### src/rtl/cache_pkg.sv
// Shared types and helpers for the cache miss-refill path.
package cache_pkg;

   typedef enum logic [1:0] {
      IDLE = 2'd0,
      REQ  = 2'd1,
      WAIT = 2'd2,
      DONE = 2'd3
   } refill_state_t;

   localparam int WORD_BYTES = 4;

   // Clears the offset-within-line bits; line_words must be a power of two.
   function automatic logic [63:0] line_base(input logic [63:0] addr, input int line_words);
      return addr & ~(64'(line_words * WORD_BYTES) - 64'd1);
   endfunction

endpackage

### src/rtl/cache_refill_timer.sv
// Response watchdog for the refill controller: counts WAIT cycles, flags TIMEOUT-1.
module refill_timer #(
   parameter int TIMEOUT = 64
) (
   input  logic clk,
   input  logic rst,
   input  logic clr,
   input  logic en,
   output logic timeout
);
   localparam int TW = (TIMEOUT > 2) ? $clog2(TIMEOUT) : 1;

   logic [TW-1:0] cnt;

   always_ff @(posedge clk) begin
      if (rst || clr) begin
         cnt <= '0;
      end else if (en) begin
         cnt <= cnt + 1'b1;
      end
   end

   assign timeout = (cnt == TW'(TIMEOUT - 1));

endmodule

### src/rtl/cache_refill_ctrl.sv
// Miss refill controller: fetches an aligned cache line one word at a time and
// streams each returned word into the cache as a fill write.
//
//   state | meaning
//   IDLE  | ready for a miss (held off for the cycle fill_done is high)
//   REQ   | word request presented, waiting for mem_req_ready
//   WAIT  | request accepted, waiting for the response or the watchdog
//   DONE  | last fill_valid cycle; fill_done follows next cycle
module cache_refill_ctrl
   import cache_pkg::*;
#(
   parameter int ADDR_W     = 32,
   parameter int DATA_W     = 32,
   parameter int LINE_WORDS = 4,
   parameter int TIMEOUT    = 64
) (
   input  logic              clk,
   input  logic              rst,
   input  logic              miss_valid,
   input  logic [ADDR_W-1:0] miss_addr,
   output logic              miss_ready,
   output logic              mem_req_valid,
   output logic [ADDR_W-1:0] mem_req_addr,
   input  logic              mem_req_ready,
   input  logic              mem_rsp_valid,
   input  logic [DATA_W-1:0] mem_rsp_data,
   output logic              fill_valid,
   output logic [ADDR_W-1:0] fill_addr,
   output logic [DATA_W-1:0] fill_data,
   output logic              fill_done,
   output logic              refill_err
);
   localparam int CW = $clog2(LINE_WORDS);
   localparam logic [CW-1:0] LAST = CW'(LINE_WORDS - 1);

   refill_state_t     state, state_d;
   logic [ADDR_W-1:0] base;
   logic [CW-1:0]     cnt;
   logic [ADDR_W-1:0] word_addr;
   logic              accept, rsp_hit, abort;
   logic              tmr_clr, tmr_en, tmr_to;

   assign word_addr     = base + ADDR_W'(cnt) * ADDR_W'(WORD_BYTES);
   // Gating on fill_done keeps one idle cycle between line completion and the next accept.
   assign miss_ready    = (state == IDLE) && !fill_done;
   assign mem_req_valid = (state == REQ);
   assign mem_req_addr  = mem_req_valid ? word_addr : '0;

   refill_timer #(.TIMEOUT(TIMEOUT)) u_timer (
      .clk     (clk),
      .rst     (rst),
      .clr     (tmr_clr),
      .en      (tmr_en),
      .timeout (tmr_to)
   );

   always_comb begin
      state_d = state;
      accept  = 1'b0;
      rsp_hit = 1'b0;
      abort   = 1'b0;
      tmr_clr = 1'b0;
      tmr_en  = 1'b0;
      case (state)
         IDLE: begin
            if (miss_valid && !fill_done) begin
               accept  = 1'b1;
               state_d = REQ;
            end
         end
         REQ: begin
            if (mem_req_ready) begin
               tmr_clr = 1'b1;
               state_d = WAIT;
            end
         end
         WAIT: begin
            tmr_en = 1'b1;
            // A response in the watchdog's final cycle still wins over the abort.
            if (mem_rsp_valid) begin
               rsp_hit = 1'b1;
               state_d = (cnt == LAST) ? DONE : REQ;
            end else if (tmr_to) begin
               abort   = 1'b1;
               state_d = IDLE;
            end
         end
         DONE:    state_d = IDLE;
         default: state_d = IDLE;
      endcase
   end

   always_ff @(posedge clk) begin
      if (rst) begin
         state <= IDLE;
      end else begin
         state <= state_d;
      end
   end

   always_ff @(posedge clk) begin
      if (rst) begin
         base       <= '0;
         cnt        <= '0;
         fill_valid <= 1'b0;
         fill_addr  <= '0;
         fill_data  <= '0;
         fill_done  <= 1'b0;
         refill_err <= 1'b0;
      end else begin
         fill_valid <= rsp_hit;
         fill_done  <= (state == DONE);
         refill_err <= abort;
         if (accept) begin
            base <= ADDR_W'(line_base(64'(miss_addr), LINE_WORDS));
            cnt  <= '0;
         end
         if (rsp_hit) begin
            fill_addr <= word_addr;
            fill_data <= mem_rsp_data;
            cnt       <= cnt + 1'b1;
         end
      end
   end

endmodule
### config.mk
export PLATFORM = sky130hd
export DESIGN_NAME = cache_refill_ctrl
export DESIGN_NICKNAME = d
export VERILOG_FILES = /design/src/rtl/cache_pkg.sv /design/src/rtl/cache_refill_timer.sv /design/src/rtl/cache_refill_ctrl.sv
export SDC_FILE = /design/constraint.sdc
export NUM_CORES = 1
export LEC_CHECK = 0
export BUFFER_PORTS_ARGS = -buffer_cell sky130_fd_sc_hd__buf_4
export CORE_ASPECT_RATIO = 1.2
export CORE_UTILIZATION = 53
export CTS_BUF_LIST = sky130_fd_sc_hd__clkbuf_8
export DETAILED_ROUTE_END_ITERATION = 7
export PLACE_DENSITY_LB_ADDON = 0.15
export SYNTH_ARGS = -nofsm -noshare
export SYNTH_HDL_FRONTEND = slang
export SYNTH_HIERARCHICAL = 1
export SYNTH_SLANG_ARGS = --single-unit
### constraint.sdc
create_clock -name clk -period 2.9 [get_ports clk]
set_input_delay 0.725 -clock clk [delete_from_list [all_inputs] [get_ports clk]]
set_output_delay 0.725 -clock clk [all_outputs]
set_load 0.02 [all_outputs]
==> results_dict.tcl <==
set metrics [dict create \
    outcome "finished clean" \
    rsz0062_at_grt "false" \
    ys_seq_area_frac 0.524 \
    die_y_um 96.4 \
    drt_iter0_drc 188 \
    critPathTopFamily "flip-flops" \
    dieArea_sq_um 7770 \
    tightest_slew_ps 572 \
    post_synth_num_cell_types 31 \
    grtUsageMet3 0.0601 \
    grt_pass1_vias 3289 \
    drv_slew 0 \
    worst_setup_path_end_kind "output pin" \
    clkTransAtPathRegs_ps 90 \
    powerDensity_nw_per_um2 498 \
    n_antenna_cell 0 \
    start_util 0.544 \
    holdCritPathClass "reg -> reg" \
    area_growth_pct 35.6 \
    crit_chain "nor2b_2 > buf_4 > and2_1 > buf_4" \
    grt_pass1_wl_mm 14.5 \
    cts.sinks 103 \
    grt_overflow 0 \
    setup_tns_ps 0 \
    cts_root_buffer "clkbuf_8" \
    vdd_ir_drop_max_v 0.000392 \
    arrival_ps 1660 \
    crit_type "reg -> out" \
    crit_slowest_cell "dfxtp_1" \
    critPathMaxFanout 19 \
    worst_r2r_endpoint "u_timer/cnt[5]" \
    gp_congestion 0.705 \
    met2_usage 0.441 \
    postCtsHoldBufs 0 \
    cp-start-kind "register" \
    drv_cap 0 \
    postCtsSetupRepairBufs 0 \
    timing.rr.start "state[1]" \
    row_count 34 \
    swShare 0.245 \
    coreArea_sq_um 7230 \
    yosysWarnings 6 \
    fin_nets 708 \
    min_period_ps 2390 \
    whs_ps 456 \
    drc 0 \
    syn_inst 494 \
    layout.cells.most_common_list "nand2_1 (185), buf_4 (167), dfxtp_1 (103)" \
    cp.buffers_inverters 2 \
    wl_per_cell_um 13.1 \
    max_freq_mhz 419 \
    grt.total_usage 0.243 \
    setup_viol 0 \
    critPathMaxStageDelay_ps 540 \
    clock_latency_ps 350 \
    first_pass_iters 4 \
    p_leak_nw 2.27 \
    power_frac_clock 0.333 \
    use_met1 0.270 \
    crit_top_cell "buf_4" \
    ant_nets 0 \
    post-route-period-util 0.823 \
    fillerInstances 624 \
    dp_hpwl_mm 6.56 \
    place_inst 716 \
    grt_start_max_net_pins 57 \
    pwr-share-comb 0.109 \
    p_switching_mw 0.650 \
    ioPinCount 170 \
    synth_area_sq_um 3940 \
    grt.busiest_layer "met2" \
    die_x_um 80.7 \
    clock_path_buffers 2 \
    drive_gt1_frac 0.295 \
    final_cells 731 \
    synth-seq-cells 103 \
    worstPathRequired_ps 2170 \
    fin_skew_ps 9.40 \
    cp_num_cells 4 \
    hold_viol 0 \
    p_int_mw 2.01 \
    vias_per_cell 5.02 \
    rrSetupSlack_ps 1020 \
    seqPwrFrac 0.558 \
    avgSynthCellArea_sq_um 7.97 \
    cts_resized 0 \
    port_buffers 161 \
    cts_buffers 9 \
    htreeDepth 3 \
    endpoint "mem_req_addr[20]" \
    drt-total-wl_mm 9.56 \
    cts_tree "built" \
    antenna_found_initial 0 \
    final_common_cell "nand2_1" \
    num_vias 3669 \
    crit_path_start "state[0]" \
    slew-limit-headroom 0.618 \
    r2r_cells 4 \
]
[tightest hold or removal path, cell delays in order, from the launching register on]
cell and delay, ps:
dfxtp_1 320, nand2_1 50, a21oi_1 50
[synthesized netlist by cell type (all sizes together)]
cell      n  area share
ha        2      0.0064
nor3      1      0.0013
nor2      9      0.0086
buf      24       0.039
nand2b    4      0.0064
conb      1     0.00095
and2     31       0.049
clkbuf   16       0.015
or2       1      0.0016
or3       1      0.0016
a31oi     2      0.0032
nor3b     1      0.0019
nand4     2      0.0048
a32oi     1      0.0022
nor2b     2      0.0032
mux2i     1      0.0025
o21ai     1      0.0013
dfxtp   103        0.52
a21oi    93        0.12
xnor2     1      0.0022
or4b      1      0.0035
and3b     1      0.0022
nand3b    3      0.0057
nor4bb    1      0.0025
nand2   185        0.18
nand3     2      0.0025
nor4b     1      0.0060
xor2      3      0.0067
[metal layers]
metal  vias to the layer above  share of wire
li1                       1856              -
met1                      1678           0.41
met2                       117           0.50
met3                        18          0.070
met4                         0          0.018
met5                         -              0
[cells by family after synthesis]
logic type	share of synthesized area
and+or+nand+nor	0.278
DFF	0.524
AOI/OAI and AO/OA	0.125
buffers and inverters	0.0547
xor gates and xnor gates	0.00890
adders and majority gates	0.00636
other	0.000953
muxes	0.00254
[cell type report]
type | instances | area [sq um] | share of cell area
sequential | 103 | 2060 | 0.386
multi-input combinational | 354 | 1670 | 0.313
timing repair buffer | 169 | 1290 | 0.242
clock buffer | 10 | 138 | 0.0258
tap | 90 | 113 | 0.0211
clock inverter | 5 | 58.8 | 0.0110
[stage by stage]
stage / total power, mW / cell area, sq um / util / setup WS [ps]
5_1_grt: 2.76 / 5340 / 0.738 / 408
4_1_cts: 2.68 / 5340 / 0.738 / 504
6_report: 2.66 / 5340 / 0.738 / 515
2_1_floorplan: 1.68 / 3950 / - / 746
3_5_place_dp: 1.81 / 5140 / 0.711 / 912
3_3_place_gp: 1.80 / 5140 / 0.711 / 922
[how the worst min path moves through the flow]
stage / from / end / slack (ps) / depth (start not counted)
2_1_floorplan: base[10] / fill_addr[10] / 440 / 2
3_3_place_gp: fill_addr[3] / fill_addr[3] / 440 / 2
3_5_place_dp: fill_data[24] / fill_data[24] / 450 / 2
4_1_cts: fill_addr[27] / fill_addr[27] / 460 / 2
5_1_grt: fill_addr[27] / fill_addr[27] / 470 / 2
6_report: fill_addr[3] / fill_addr[3] / 460 / 2
[registers in the layout, summed over array words and instances, names as in the netlist]
name / count
base: 28
fill_done: 1
fill_valid: 1
fill_addr: 30
cnt: 2
refill_err: 1
u_timer/cnt: 6
state: 2
fill_data: 32
[power groups by stage]
stage                     registers (mW)  clock network [mW]  logic, mW
after floorplan                     1.51                   0      0.161
after global placement              1.51                   0      0.287
after detailed placement            1.51                   0      0.292
after CTS                           1.48               0.906      0.293
after global routing                1.49               0.953      0.319
final                               1.48               0.885      0.290
(Power assumes the default switching activity.)
